`src/rtl/mem_bus_arbiter_if.sv`:
```
// Bus bundle between the two requesters, the arbiter and the memory port.
//   Requester 0 (processor): req0, addr0, wdata0, we0 -> gnt0, ack0
//   Requester 1 (loader/IO): req1, addr1, wdata1, we1 -> gnt1, ack1
//   Shared return data:      rdata
//   Memory side:             mem_addr, mem_wdata, mem_we -> mem_rdata
//   Status:                  busy
// slave  : the arbiter's view (requests and memory data in, grants/acks/memory strobes out)
// master : the environment's view (requesters plus memory), mirror of slave
interface mem_bus_arbiter_if #(
  parameter int DATA_W = 16,
  parameter int ADDR_W = 8
);
  logic              req0;
  logic [ADDR_W-1:0] addr0;
  logic [DATA_W-1:0] wdata0;
  logic              we0;
  logic              req1;
  logic [ADDR_W-1:0] addr1;
  logic [DATA_W-1:0] wdata1;
  logic              we1;
  logic              gnt0;
  logic              gnt1;
  logic              ack0;
  logic              ack1;
  logic [DATA_W-1:0] rdata;
  logic [ADDR_W-1:0] mem_addr;
  logic [DATA_W-1:0] mem_wdata;
  logic              mem_we;
  logic [DATA_W-1:0] mem_rdata;
  logic              busy;

  modport slave (
    input  req0, addr0, wdata0, we0,
    input  req1, addr1, wdata1, we1,
    input  mem_rdata,
    output gnt0, gnt1, ack0, ack1, rdata,
    output mem_addr, mem_wdata, mem_we, busy
  );

  modport master (
    output req0, addr0, wdata0, we0,
    output req1, addr1, wdata1, we1,
    output mem_rdata,
    input  gnt0, gnt1, ack0, ack1, rdata,
    input  mem_addr, mem_wdata, mem_we, busy
  );
endinterface

```
`src/rtl/mem_bus_arbiter.sv`:
```
// Two-requester arbiter for a single memory port.
// Requester 0 is the processor datapath, requester 1 the program loader / IO.
// One transaction at a time: IDLE (grant) -> ACCESS -> [WAIT x RD_LAT] -> ACK.
// Ports:
//   clock  : system clock, rising edge
//   reset  : synchronous, active-high
//   bus    : mem_bus_arbiter_if.slave (request/grant/ack handshakes, memory port)
// Parameters:
//   DATA_W : data word width
//   ADDR_W : memory address width
//   RD_LAT : memory read latency in cycles (0..7) counted from the address cycle
module mem_bus_arbiter #(
  parameter int DATA_W = 16,
  parameter int ADDR_W = 8,
  parameter int RD_LAT = 1
) (
  input logic              clock,
  input logic              reset,
  mem_bus_arbiter_if.slave bus
);

  typedef enum logic [1:0] {
    IDLE   = 2'd0,
    ACCESS = 2'd1,
    WAIT   = 2'd2,
    ACK    = 2'd3
  } state_t;

  localparam logic [2:0] LAT_LOAD = 3'(RD_LAT);

  state_t            state;
  logic              prio;      // requester favoured on a tie
  logic              owner;     // requester holding the current transaction
  logic [ADDR_W-1:0] lat_addr;
  logic [DATA_W-1:0] lat_wdata;
  logic              lat_we;
  logic [2:0]        cnt;

  logic              gnt0_q;
  logic              gnt1_q;
  logic              ack0_q;
  logic              ack1_q;
  logic              mem_we_q;
  logic              busy_q;
  logic [DATA_W-1:0] rdata_q;

  logic              any_req;
  logic              pick1;

  // Requester 1 wins when alone, or on a tie when it holds priority.
  always_comb begin
    any_req = bus.req0 | bus.req1;
    pick1   = bus.req1 & (~bus.req0 | prio);
  end

  always_ff @(posedge clock) begin
    if (reset) begin
      state     <= IDLE;
      prio      <= 1'b0;
      owner     <= 1'b0;
      lat_addr  <= '0;
      lat_wdata <= '0;
      lat_we    <= 1'b0;
      cnt       <= '0;
      gnt0_q    <= 1'b0;
      gnt1_q    <= 1'b0;
      ack0_q    <= 1'b0;
      ack1_q    <= 1'b0;
      mem_we_q  <= 1'b0;
      busy_q    <= 1'b0;
      rdata_q   <= '0;
    end else begin
      case (state)
        IDLE: begin
          if (any_req) begin
            owner     <= pick1;
            lat_addr  <= pick1 ? bus.addr1  : bus.addr0;
            lat_wdata <= pick1 ? bus.wdata1 : bus.wdata0;
            lat_we    <= pick1 ? bus.we1    : bus.we0;
            // Registered outputs take their ACCESS-cycle values here.
            mem_we_q  <= pick1 ? bus.we1    : bus.we0;
            gnt0_q    <= ~pick1;
            gnt1_q    <= pick1;
            busy_q    <= 1'b1;
            state     <= ACCESS;
          end
        end

        ACCESS: begin
          mem_we_q <= 1'b0;
          if (lat_we) begin
            ack0_q <= ~owner;
            ack1_q <= owner;
            state  <= ACK;
          end else if (RD_LAT == 0) begin
            rdata_q <= bus.mem_rdata;
            ack0_q  <= ~owner;
            ack1_q  <= owner;
            state   <= ACK;
          end else begin
            cnt   <= LAT_LOAD;
            state <= WAIT;
          end
        end

        WAIT: begin
          cnt <= cnt - 3'd1;
          // Counter reads 1 in the cycle the memory data becomes valid.
          if (cnt == 3'd1) begin
            rdata_q <= bus.mem_rdata;
            ack0_q  <= ~owner;
            ack1_q  <= owner;
            state   <= ACK;
          end
        end

        ACK: begin
          ack0_q <= 1'b0;
          ack1_q <= 1'b0;
          gnt0_q <= 1'b0;
          gnt1_q <= 1'b0;
          busy_q <= 1'b0;
          prio   <= ~owner;
          state  <= IDLE;
        end

        default: begin
          state <= IDLE;
        end
      endcase
    end
  end

  assign bus.gnt0      = gnt0_q;
  assign bus.gnt1      = gnt1_q;
  assign bus.ack0      = ack0_q;
  assign bus.ack1      = ack1_q;
  assign bus.rdata     = rdata_q;
  assign bus.mem_addr  = lat_addr;
  assign bus.mem_wdata = lat_wdata;
  assign bus.mem_we    = mem_we_q;
  assign bus.busy      = busy_q;

  a_gnt_exclusive: assert property (@(posedge clock) disable iff (reset)
    !(gnt0_q && gnt1_q));

  a_ack_exclusive: assert property (@(posedge clock) disable iff (reset)
    !(ack0_q && ack1_q));

endmodule
```
`src/flat_wrapper.sv`:
```
// flat-port wrapper written by rule: the top's interface ports become plain ports
module mem_bus_arbiter_flat 
#(
  parameter int DATA_W = 16,
  parameter int ADDR_W = 8,
  parameter int RD_LAT = 1
)
  (clock, reset, bus_req0, bus_addr0, bus_wdata0, bus_we0, bus_req1, bus_addr1, bus_wdata1, bus_we1, bus_mem_rdata, bus_gnt0, bus_gnt1, bus_ack0, bus_ack1, bus_rdata, bus_mem_addr, bus_mem_wdata, bus_mem_we, bus_busy);
  mem_bus_arbiter_if #(.DATA_W(DATA_W), .ADDR_W(ADDR_W)) bus_i ();
  input logic clock;
  input logic reset;
  input wire logic [$bits(bus_i.req0)-1:0] bus_req0;
  input wire logic [$bits(bus_i.addr0)-1:0] bus_addr0;
  input wire logic [$bits(bus_i.wdata0)-1:0] bus_wdata0;
  input wire logic [$bits(bus_i.we0)-1:0] bus_we0;
  input wire logic [$bits(bus_i.req1)-1:0] bus_req1;
  input wire logic [$bits(bus_i.addr1)-1:0] bus_addr1;
  input wire logic [$bits(bus_i.wdata1)-1:0] bus_wdata1;
  input wire logic [$bits(bus_i.we1)-1:0] bus_we1;
  input wire logic [$bits(bus_i.mem_rdata)-1:0] bus_mem_rdata;
  output wire logic [$bits(bus_i.gnt0)-1:0] bus_gnt0;
  output wire logic [$bits(bus_i.gnt1)-1:0] bus_gnt1;
  output wire logic [$bits(bus_i.ack0)-1:0] bus_ack0;
  output wire logic [$bits(bus_i.ack1)-1:0] bus_ack1;
  output wire logic [$bits(bus_i.rdata)-1:0] bus_rdata;
  output wire logic [$bits(bus_i.mem_addr)-1:0] bus_mem_addr;
  output wire logic [$bits(bus_i.mem_wdata)-1:0] bus_mem_wdata;
  output wire logic [$bits(bus_i.mem_we)-1:0] bus_mem_we;
  output wire logic [$bits(bus_i.busy)-1:0] bus_busy;
  assign bus_i.req0 = bus_req0;
  assign bus_i.addr0 = bus_addr0;
  assign bus_i.wdata0 = bus_wdata0;
  assign bus_i.we0 = bus_we0;
  assign bus_i.req1 = bus_req1;
  assign bus_i.addr1 = bus_addr1;
  assign bus_i.wdata1 = bus_wdata1;
  assign bus_i.we1 = bus_we1;
  assign bus_i.mem_rdata = bus_mem_rdata;
  assign bus_gnt0 = bus_i.gnt0;
  assign bus_gnt1 = bus_i.gnt1;
  assign bus_ack0 = bus_i.ack0;
  assign bus_ack1 = bus_i.ack1;
  assign bus_rdata = bus_i.rdata;
  assign bus_mem_addr = bus_i.mem_addr;
  assign bus_mem_wdata = bus_i.mem_wdata;
  assign bus_mem_we = bus_i.mem_we;
  assign bus_busy = bus_i.busy;
  mem_bus_arbiter #(.DATA_W(DATA_W), .ADDR_W(ADDR_W), .RD_LAT(RD_LAT)) u_core (.clock(clock), .reset(reset), .bus(bus_i));
endmodule
```
`config.mk`:
```
export PLATFORM = sky130hd
export DESIGN_NAME = mem_bus_arbiter_flat
export DESIGN_NICKNAME = d
export VERILOG_FILES = /design/src/rtl/mem_bus_arbiter_if.sv /design/src/rtl/mem_bus_arbiter.sv /design/src/flat_wrapper.sv
export SDC_FILE = /design/constraint.sdc
export NUM_CORES = 1
export LEC_CHECK = 0
export CORE_ASPECT_RATIO = 1.1
export CORE_MARGIN = 5
export CORE_UTILIZATION = 40
export CTS_CLUSTER_DIAMETER = 30
export DETAILED_ROUTE_END_ITERATION = 16
export PLACE_DENSITY = 0.81
export SYNTH_ARGS = -nofsm -noshare
export SYNTH_HDL_FRONTEND = slang
export SYNTH_SLANG_ARGS = --single-unit
```
`constraint.sdc`:
```
create_clock -name clock -period 2.2 [get_ports clock]
set_input_delay 0.44 -clock clock [delete_from_list [all_inputs] [get_ports clock]]
set_output_delay 0.44 -clock clock [all_outputs]
set_load 0.02 [all_outputs]
```
==> results.py <==
metrics = {
    "yosys": {
        "ys_seq_elements": 54,
        "ys.flop_type": "dfxtp_1",
        "synth_area_mm2": 0.00232,
        "ys_types": 27,
        "yosys.area.top_type_share": 0.467,
        "yosysSeqAreaShare": 0.467,
        "ys_top_cells_by_area": "dfxtp_1, nand2_1, a311oi_1",
        "syn_nets": 366,
        "ys_top_cells_by_count": "nand2_1, dfxtp_1, nor2_1",
        "syn_avg_cell_area_um2": 8.01,
        "yosysMostFrequentCell": "nand2_1",
        "async_flop_share": 0,
        "synth_edf_count": 0,
        "yosys.area.top_type": "dfxtp_1",
        "synth_warnings": 0,
        "netlist_instances": 289,
    },
    "placement": {
        "hpwlAfterDp_um": 4880,
        "numPortBuffers": 115,
        "place_area_mm2": 0.00356,
        "gp_congestion": 0.833,
        "place_inst": 466,
    },
    "grt": {
        "track_usage": 0.172,
        "antenna_found_initial": 0,
        "grt_pass1_wl_um": 10100,
        "grt_pass1_vias": 2142,
        "overflow": 0,
        "grt_max_degree": 52,
    },
    "worst_setup_path": {
        "timing.rr.start": "u_core.state[0]$_SDFFE_PP0P_",
        "worstSetupPathType": "reg -> reg",
        "path_cells": "inv_1 -> ha_1 -> or3b_4 -> a21boi_4 -> and4b_4 -> a211oi_2",
        "worstReg2RegEnd": "u_core.state[0]$_SDFFE_PP0P_",
        "crit_required_ns": 2.42,
        "cp-start-kind": "register",
        "r2r_setup_slack_ns": 0.37,
        "cpMaxStageDelayCell": "or3b_4",
        "arrival_ns": 2.05,
        "cp-end-kind": "register",
        "path_max_fanout": 6,
        "slowest_delay_ns": 0.43,
        "worst-r2r-cell-count": 6,
    },
    "clocking": {
        "clockBufferDepth": 2,
        "cts_buffers": 5,
        "clk_latency_ns": 0.30,
        "path_clk_slew_ns": 0.09,
        "cts_tree": "yes",
        "postCtsHoldBufs": 0,
        "cts_repair_resize_count": 0,
        "root_buffer": "clkbuf_8",
        "numClockSinks": 54,
        "post_cts_buffers": 0,
        "htreeDepth": 2,
    },
    "die": {
        "core_mm2": 0.00570,
        "ios": 116,
        "die_area_mm2": 0.00741,
        "die_y_um": 89.8,
        "start_util": 0.407,
        "row_count": 29,
        "die_w_um": 82.6,
    },
    "drt": {
        "wl_um": 6490,
        "dr.pass1.iters": 4,
        "viasPerCell": 4.94,
        "drt_first_iter_violations": 83,
        "dr_total_vias": 2342,
        "antenna_left": 0,
        "drc": 0,
        "wire_per_inst_um": 13.7,
    },
    "power_and_ir_drop": {
        "irDropWorstVdd_uv": 525,
        "powerDensity_mw_per_mm2": 1030,
        "p_leak_nw": 1.37,
    },
    "finish": {
        "fin_cells": 474,
        "diodes": 0,
        "area_growth_pct": 57.5,
        "final_area_mm2": 0.00365,
        "nFillCells": 523,
        "drive_above_1_share": 0.0453,
        "final_nets": 473,
    },
    "sta": {
        "clock.fmax_mhz": 546,
        "drv_slew": 0,
        "finalCritPeriodShare": 0.833,
        "rsz0062_at_grt": "false",
        "hold_viol_final": 0,
        "setup_viol": 0,
        "skew_ns": 0.00421,
        "min_period_ns": 1.83,
        "setup-tns-final_ns": 0,
        "worst_pin_slew_ns": 0.523,
        "relSlewSlack": 0.651,
    },
    "min_path": {
        "worstHoldPathType": "reg -> reg",
        "hold_depth": 2,
        "min_to": "u_core.bus.rdata[14]$_SDFFE_PP0P_",
        "hold_start": "u_core.bus.rdata[14]$_SDFFE_PP0P_",
    },
    "run": {
        "maxCapViolCount": 0,
    },
    "status": {
        "status": "finished, final reports clean",
    },
}
-- cell usage in the layout, fill, tap and decap left out, drive strengths merged, types with 2 or more instances in the layout --
cell type,netlist,routed
clkdlybuf4s50,0,114
nand2,89,89
dfxtp,54,54
nor2,40,40
a311oi,26,26
a21oi,19,19
inv,7,7
ha,7,7
clkbuf,10,7
buf,10,6
o21ai,5,5
mux2i,4,4
nand2b,2,2
nor2b,2,2
a22oi,2,2
a211oi,2,2
-- where the power goes --
group / leakage [nW] / internal, W / switching, W / total [W]
logic: 0.875 / 0.000854 / 0.000928 / 0.00178
registers: 0.444 / 0.00125 / 0.000149 / 0.00139
clock network: 0.0482 / 0.000255 / 0.000310 / 0.000565
-- stage by stage --
step	util	setup WS, ns	hold slack, ns	power [W]
finish	0.640	0.368	0.456	0.00374
global route	0.640	0.235	0.480	0.00401
CTS	0.640	0.359	0.460	0.00380
detailed placement	0.624	0.167	0.446	0.00322
global placement	0.624	0.243	0.441	0.00316
floorplan	-	0.565	0.448	0.00244
-- state kept, by name, indices dropped and copies added, names as in the netlist --
| register | flops |
|---|---|
| u_core.prio | 1 |
| u_core.bus.busy | 1 |
| u_core.bus.mem_addr | 8 |
| u_core.bus.rdata | 16 |
| u_core.bus.ack0 | 1 |
| u_core.cnt | 3 |
| u_core.owner | 1 |
| u_core.state | 2 |
| u_core.bus.mem_wdata | 16 |
| u_core.bus.gnt0 | 1 |
| u_core.bus.gnt1 | 1 |
| u_core.bus.ack1 | 1 |
| u_core.bus.mem_we | 1 |
| u_core.lat_we | 1 |
-- critical path, delay by kind of cell, from the launching register on --
| kind | cells | cell delay [ns] |
|---|---|---|
| AO/OA/AOI/OAI | 2 | 0.37 |
| buffers and inverters | 1 | 0.14 |
| flip-flops | 1 | 0.35 |
| adder cells (fa/ha/maj) | 1 | 0.26 |
| AND/OR/NAND/NOR | 2 | 0.63 |
-- how the worst max path moves through the flow --
stage / end / slack [ns] / start
2_1_floorplan: u_core.state[0]$_SDFFE_PP0P_ / 0.57 / u_core.state[0]$_SDFFE_PP0P_
3_3_place_gp: u_core.state[0]$_SDFFE_PP0P_ / 0.24 / bus_req1
3_5_place_dp: u_core.state[0]$_SDFFE_PP0P_ / 0.17 / bus_req1
4_1_cts: u_core.state[0]$_SDFFE_PP0P_ / 0.36 / u_core.state[0]$_SDFFE_PP0P_
5_1_grt: u_core.bus.ack0$_SDFFE_PP0P_ / 0.23 / u_core.state[0]$_SDFFE_PP0P_
6_report: u_core.state[0]$_SDFFE_PP0P_ / 0.37 / u_core.state[0]$_SDFFE_PP0P_
-- routing by layer --
metal  vias to the layer above  GRT usage  part of all wire  wire length, um
li1                       1189          -                 -                -
met1                      1053      0.209              0.41             2680
met2                        86      0.287              0.50             3210
met3                        14     0.0390             0.065              420
met4                         0     0.0681             0.027              174
met5                         -          0                 0                0
-- layout make-up --
cell class                      instances  area, um^2  share of cell area
Sequential cell                        54        1080               0.296
Tap cell                               77        96.3              0.0264
Clock buffer                            7        86.3              0.0237
Clock inverter                          1        5.00             0.00137
Inverter                                7        26.3             0.00720
Multi-Input combinational cell        208        1120               0.307
Timing Repair Buffer                  120        1230               0.338
-- cell families (layout without fill, tap and decap cells) --
kind of cell | count (synthesis) | after routing | synth area share
fa+ha+maj | 7 | 7 | 0.0378
buf+inv | 27 | 135 | 0.0502
compound gates | 59 | 59 | 0.188
mux | 4 | 4 | 0.0173
flops | 54 | 54 | 0.467
simple gates | 138 | 138 | 0.240
No activity file was read; power rests on OpenSTA's default activity.
==> RTL edit, RTL diff (same flow settings) <==
`ADDR_W` is set to 8 in 3 places; all go to 10.
--- a/src/rtl/mem_bus_arbiter_if.sv
+++ b/src/rtl/mem_bus_arbiter_if.sv
@@ -8,7 +8,7 @@
 // master : the environment's view (requesters plus memory), mirror of slave
 interface mem_bus_arbiter_if #(
   parameter int DATA_W = 16,
-  parameter int ADDR_W = 8
+  parameter int ADDR_W = 10
 );
   logic              req0;
   logic [ADDR_W-1:0] addr0;
--- a/src/rtl/mem_bus_arbiter.sv
+++ b/src/rtl/mem_bus_arbiter.sv
@@ -11,7 +11,7 @@
 //   RD_LAT : memory read latency in cycles (0..7) counted from the address cycle
 module mem_bus_arbiter #(
   parameter int DATA_W = 16,
-  parameter int ADDR_W = 8,
+  parameter int ADDR_W = 10,
   parameter int RD_LAT = 1
 ) (
   input logic              clock,
--- a/src/flat_wrapper.sv
+++ b/src/flat_wrapper.sv
@@ -2,7 +2,7 @@
 module mem_bus_arbiter_flat 
 #(
   parameter int DATA_W = 16,
-  parameter int ADDR_W = 8,
+  parameter int ADDR_W = 10,
   parameter int RD_LAT = 1
 )
   (clock, reset, bus_req0, bus_addr0, bus_wdata0, bus_we0, bus_req1, bus_addr1, bus_wdata1, bus_we1, bus_mem_rdata, bus_gnt0, bus_gnt1, bus_ack0, bus_ack1, bus_rdata, bus_mem_addr, bus_mem_wdata, bus_mem_we, bus_busy);
Ports: changed (resized bus_addr0, bus_addr1 and bus_mem_addr); port bits go from 116 to 122. The function was not compared with the original's and may differ.
==> RTL edit against the unedited design <==
  * Sequential share of layout area increased by 0.059 points
  * Routed wire length is 4.0% higher
  * Non-clock buffer count grew 6
  * Sequential cell count increased by 2
  * Die area grew 3.1%
  * Area after synthesis grew 3.5%
  * Synthesized cell count rose by 3.5%
  * Setup slack got worse by 0.024 ns
  * First-iteration DRC count shrank 52%
  * Core utilization increased by 1.0 points
  * Total power rose by 2.8%
  * Clock skew grew 0.0048 ns
  * Via count increased by 3.6%
  * Final area increased by 3.5%
==> RTL edit: results (changes against the unedited design) <==
| Metric | Value |
|---|---|
| Switching fraction of total power | 37.4% (+0.35 points) |
| Clk buf depth | 2 (unchanged) |
| CP max FO | 6 (unchanged) |
| Post-CTS setup buffers | 0 (unchanged) |
| Final #Nets | 493 (+4.2%) |
| Syn avg cell area | 8.02 sq um (about the same) |
| First-pass GRT wire length | 11100 microns (+10%) |
| Total global-route track usage | 17.4% (+0.21 points) |
| Slowest CP cell | or3b_4 |
| Via count | 2426 (+3.6%) |
| Final GP Congestion | 0.793 (-4.8%) |
| Antenna diode count | 0 (unchanged) |
| Slowest stage delay, CP | 0.43 ns (about the same) |
| Post-CTS sizing | 0 (unchanged) |
| Static leakage | 0.00141 uW (+3.5%) |
| PortBufs | 121 (+5.2%) |
| Placed cell count | 482 (+3.4%) |
| DR pass1 iterations | 4 (unchanged) |
| Pin count of the biggest net entering global routing | 56 (+7.7%) |
| Register area share after synthesis | 46.8% (+0.087 points) |
| CTS H-tree depth | 2 (unchanged) |
| Post-Route WL | 6750 microns (+4.0%) |
| Number of vias per cell | 4.96 (+0.41%) |
| Area contributors post-synth | dfxtp_1, nand2_1, a311oi_1 |
| Ys Warns | 0 (unchanged) |
| Synth cell types | 28 (+3.7%) |
| Layout cells sized above 1 | 4.37% (-0.17 points) |
| Clock transition at path regs | 0.10 ns |
| Initial antenna violation count | 0 (unchanged) |
| Detailed Route Iter0 Violations | 40 (-52%) |
| Peak supply drop | 0.000644 V (+23%) |
| Hpwl dp | 5040 microns (+3.2%) |
| Final setup skew | 0.00901 ns (+0.00480 ns) |
| Clock root buffer | clkbuf_8 |
| Clk Latency, worst-skew pair | 0.30 ns (about the same) |
| HP Class | reg -> reg |
| Max-slew headroom | 62.5% (-2.6 points) |
| Status | complete, no violations |
| Worst path arrival time | 2.09 ns (+0.04 ns) |
| Syn_nets | 380 (+3.8%) |
| Num CTS Buffers | 5 (unchanged) |
| Synth cell count leaders | nand2_1, dfxtp_1, nor2_1, a311oi_1, a21oi_1 |
| Post-synth ARST share | 0% (unchanged) |
RTL edit: changes by cell type after synthesis, sizes merged:
cell / change
dfxtp: +2
nor2: +2
a311oi: +2
clkbuf: -3
buf: +3
nand2: +4
RTL edit: final timing paths:
check | startpoint | to | slack (ns) | depth (start not counted)
worst min-delay path | u_core.bus.rdata[3] | u_core.bus.rdata[3] | 0.46 | 2
worst max register to register | u_core.state[0] | u_core.state[0] | 0.34 | 6
worst min register to register | u_core.bus.rdata[3] | u_core.bus.rdata[3] | 0.46 | 2
worst max-delay path | u_core.state[0] | u_core.state[0] | 0.34 | 6
RTL edit: cell families (layout without fill, tap and decap cells):
family                     count (synthesis)  in the layout  share of synthesized area [%]
AOI/OAI and AO/OA                         61             61                           18.9
adders and majority gates                  7              7                           3.65
buffers and inverters                     27            140                           4.91
DFF                                       56             56                           46.8
muxes                                      4              4                           1.67
and+or+nand+nor                          144            144                           24.1
RTL edit: power groups by stage:
stage / sequential (uW) / clock [uW] / combinational, uW
after floorplan: 1740 / 0 / 800
after global placement: 1460 / 0 / 1840
after detailed placement: 1470 / 0 / 1870
after CTS: 1450 / 557 / 1890
after global routing: 1490 / 600 / 2030
final: 1450 / 534 / 1870
RTL edit: final cells by class:
type | instances | area [sq um]
clock buffer | 6 | 72.6
clock inverter | 1 | 5.00
fill | 510 | 2030
inverter | 7 | 26.3
multi-input combinational | 216 | 1160
sequential | 56 | 1120
tap | 77 | 96.3
timing repair buffer | 126 | 1290
RTL edit: critical path: cells and delay by family, from the launching register on:
family,cells,cell delay (ns)
adders and majority gates,1,0.27
DFF,1,0.36
buffers and inverters,1,0.16
and+or+nand+nor,2,0.63
AOI/OAI and AO/OA,2,0.35
RTL edit: layer usage:
| layer | track usage, % | vias up | share of wire (%) |
|---|---|---|---|
| met3 | 5.43 | 14 | 8.2 |
| met4 | 5.76 | 0 | 2.4 |
| met2 | 29.7 | 83 | 48 |
| met1 | 20.8 | 1091 | 42 |
| met5 | 0 | - | 0 |
| li1 | - | 1238 | - |
RTL edit: per-stage QoR:
| stage | instance area (sq um) | utilization (%) | worst slack (ns) | total power (uW) |
|---|---|---|---|---|
| 2_1_floorplan | 2400 | - | 0.565 | 2540 |
| 3_3_place_gp | 3700 | 63.7 | 0.236 | 3300 |
| 3_5_place_dp | 3700 | 63.7 | 0.187 | 3350 |
| 4_1_cts | 3770 | 65.0 | 0.361 | 3890 |
| 5_1_grt | 3770 | 65.0 | 0.251 | 4120 |
| 6_report | 3770 | 65.0 | 0.345 | 3850 |
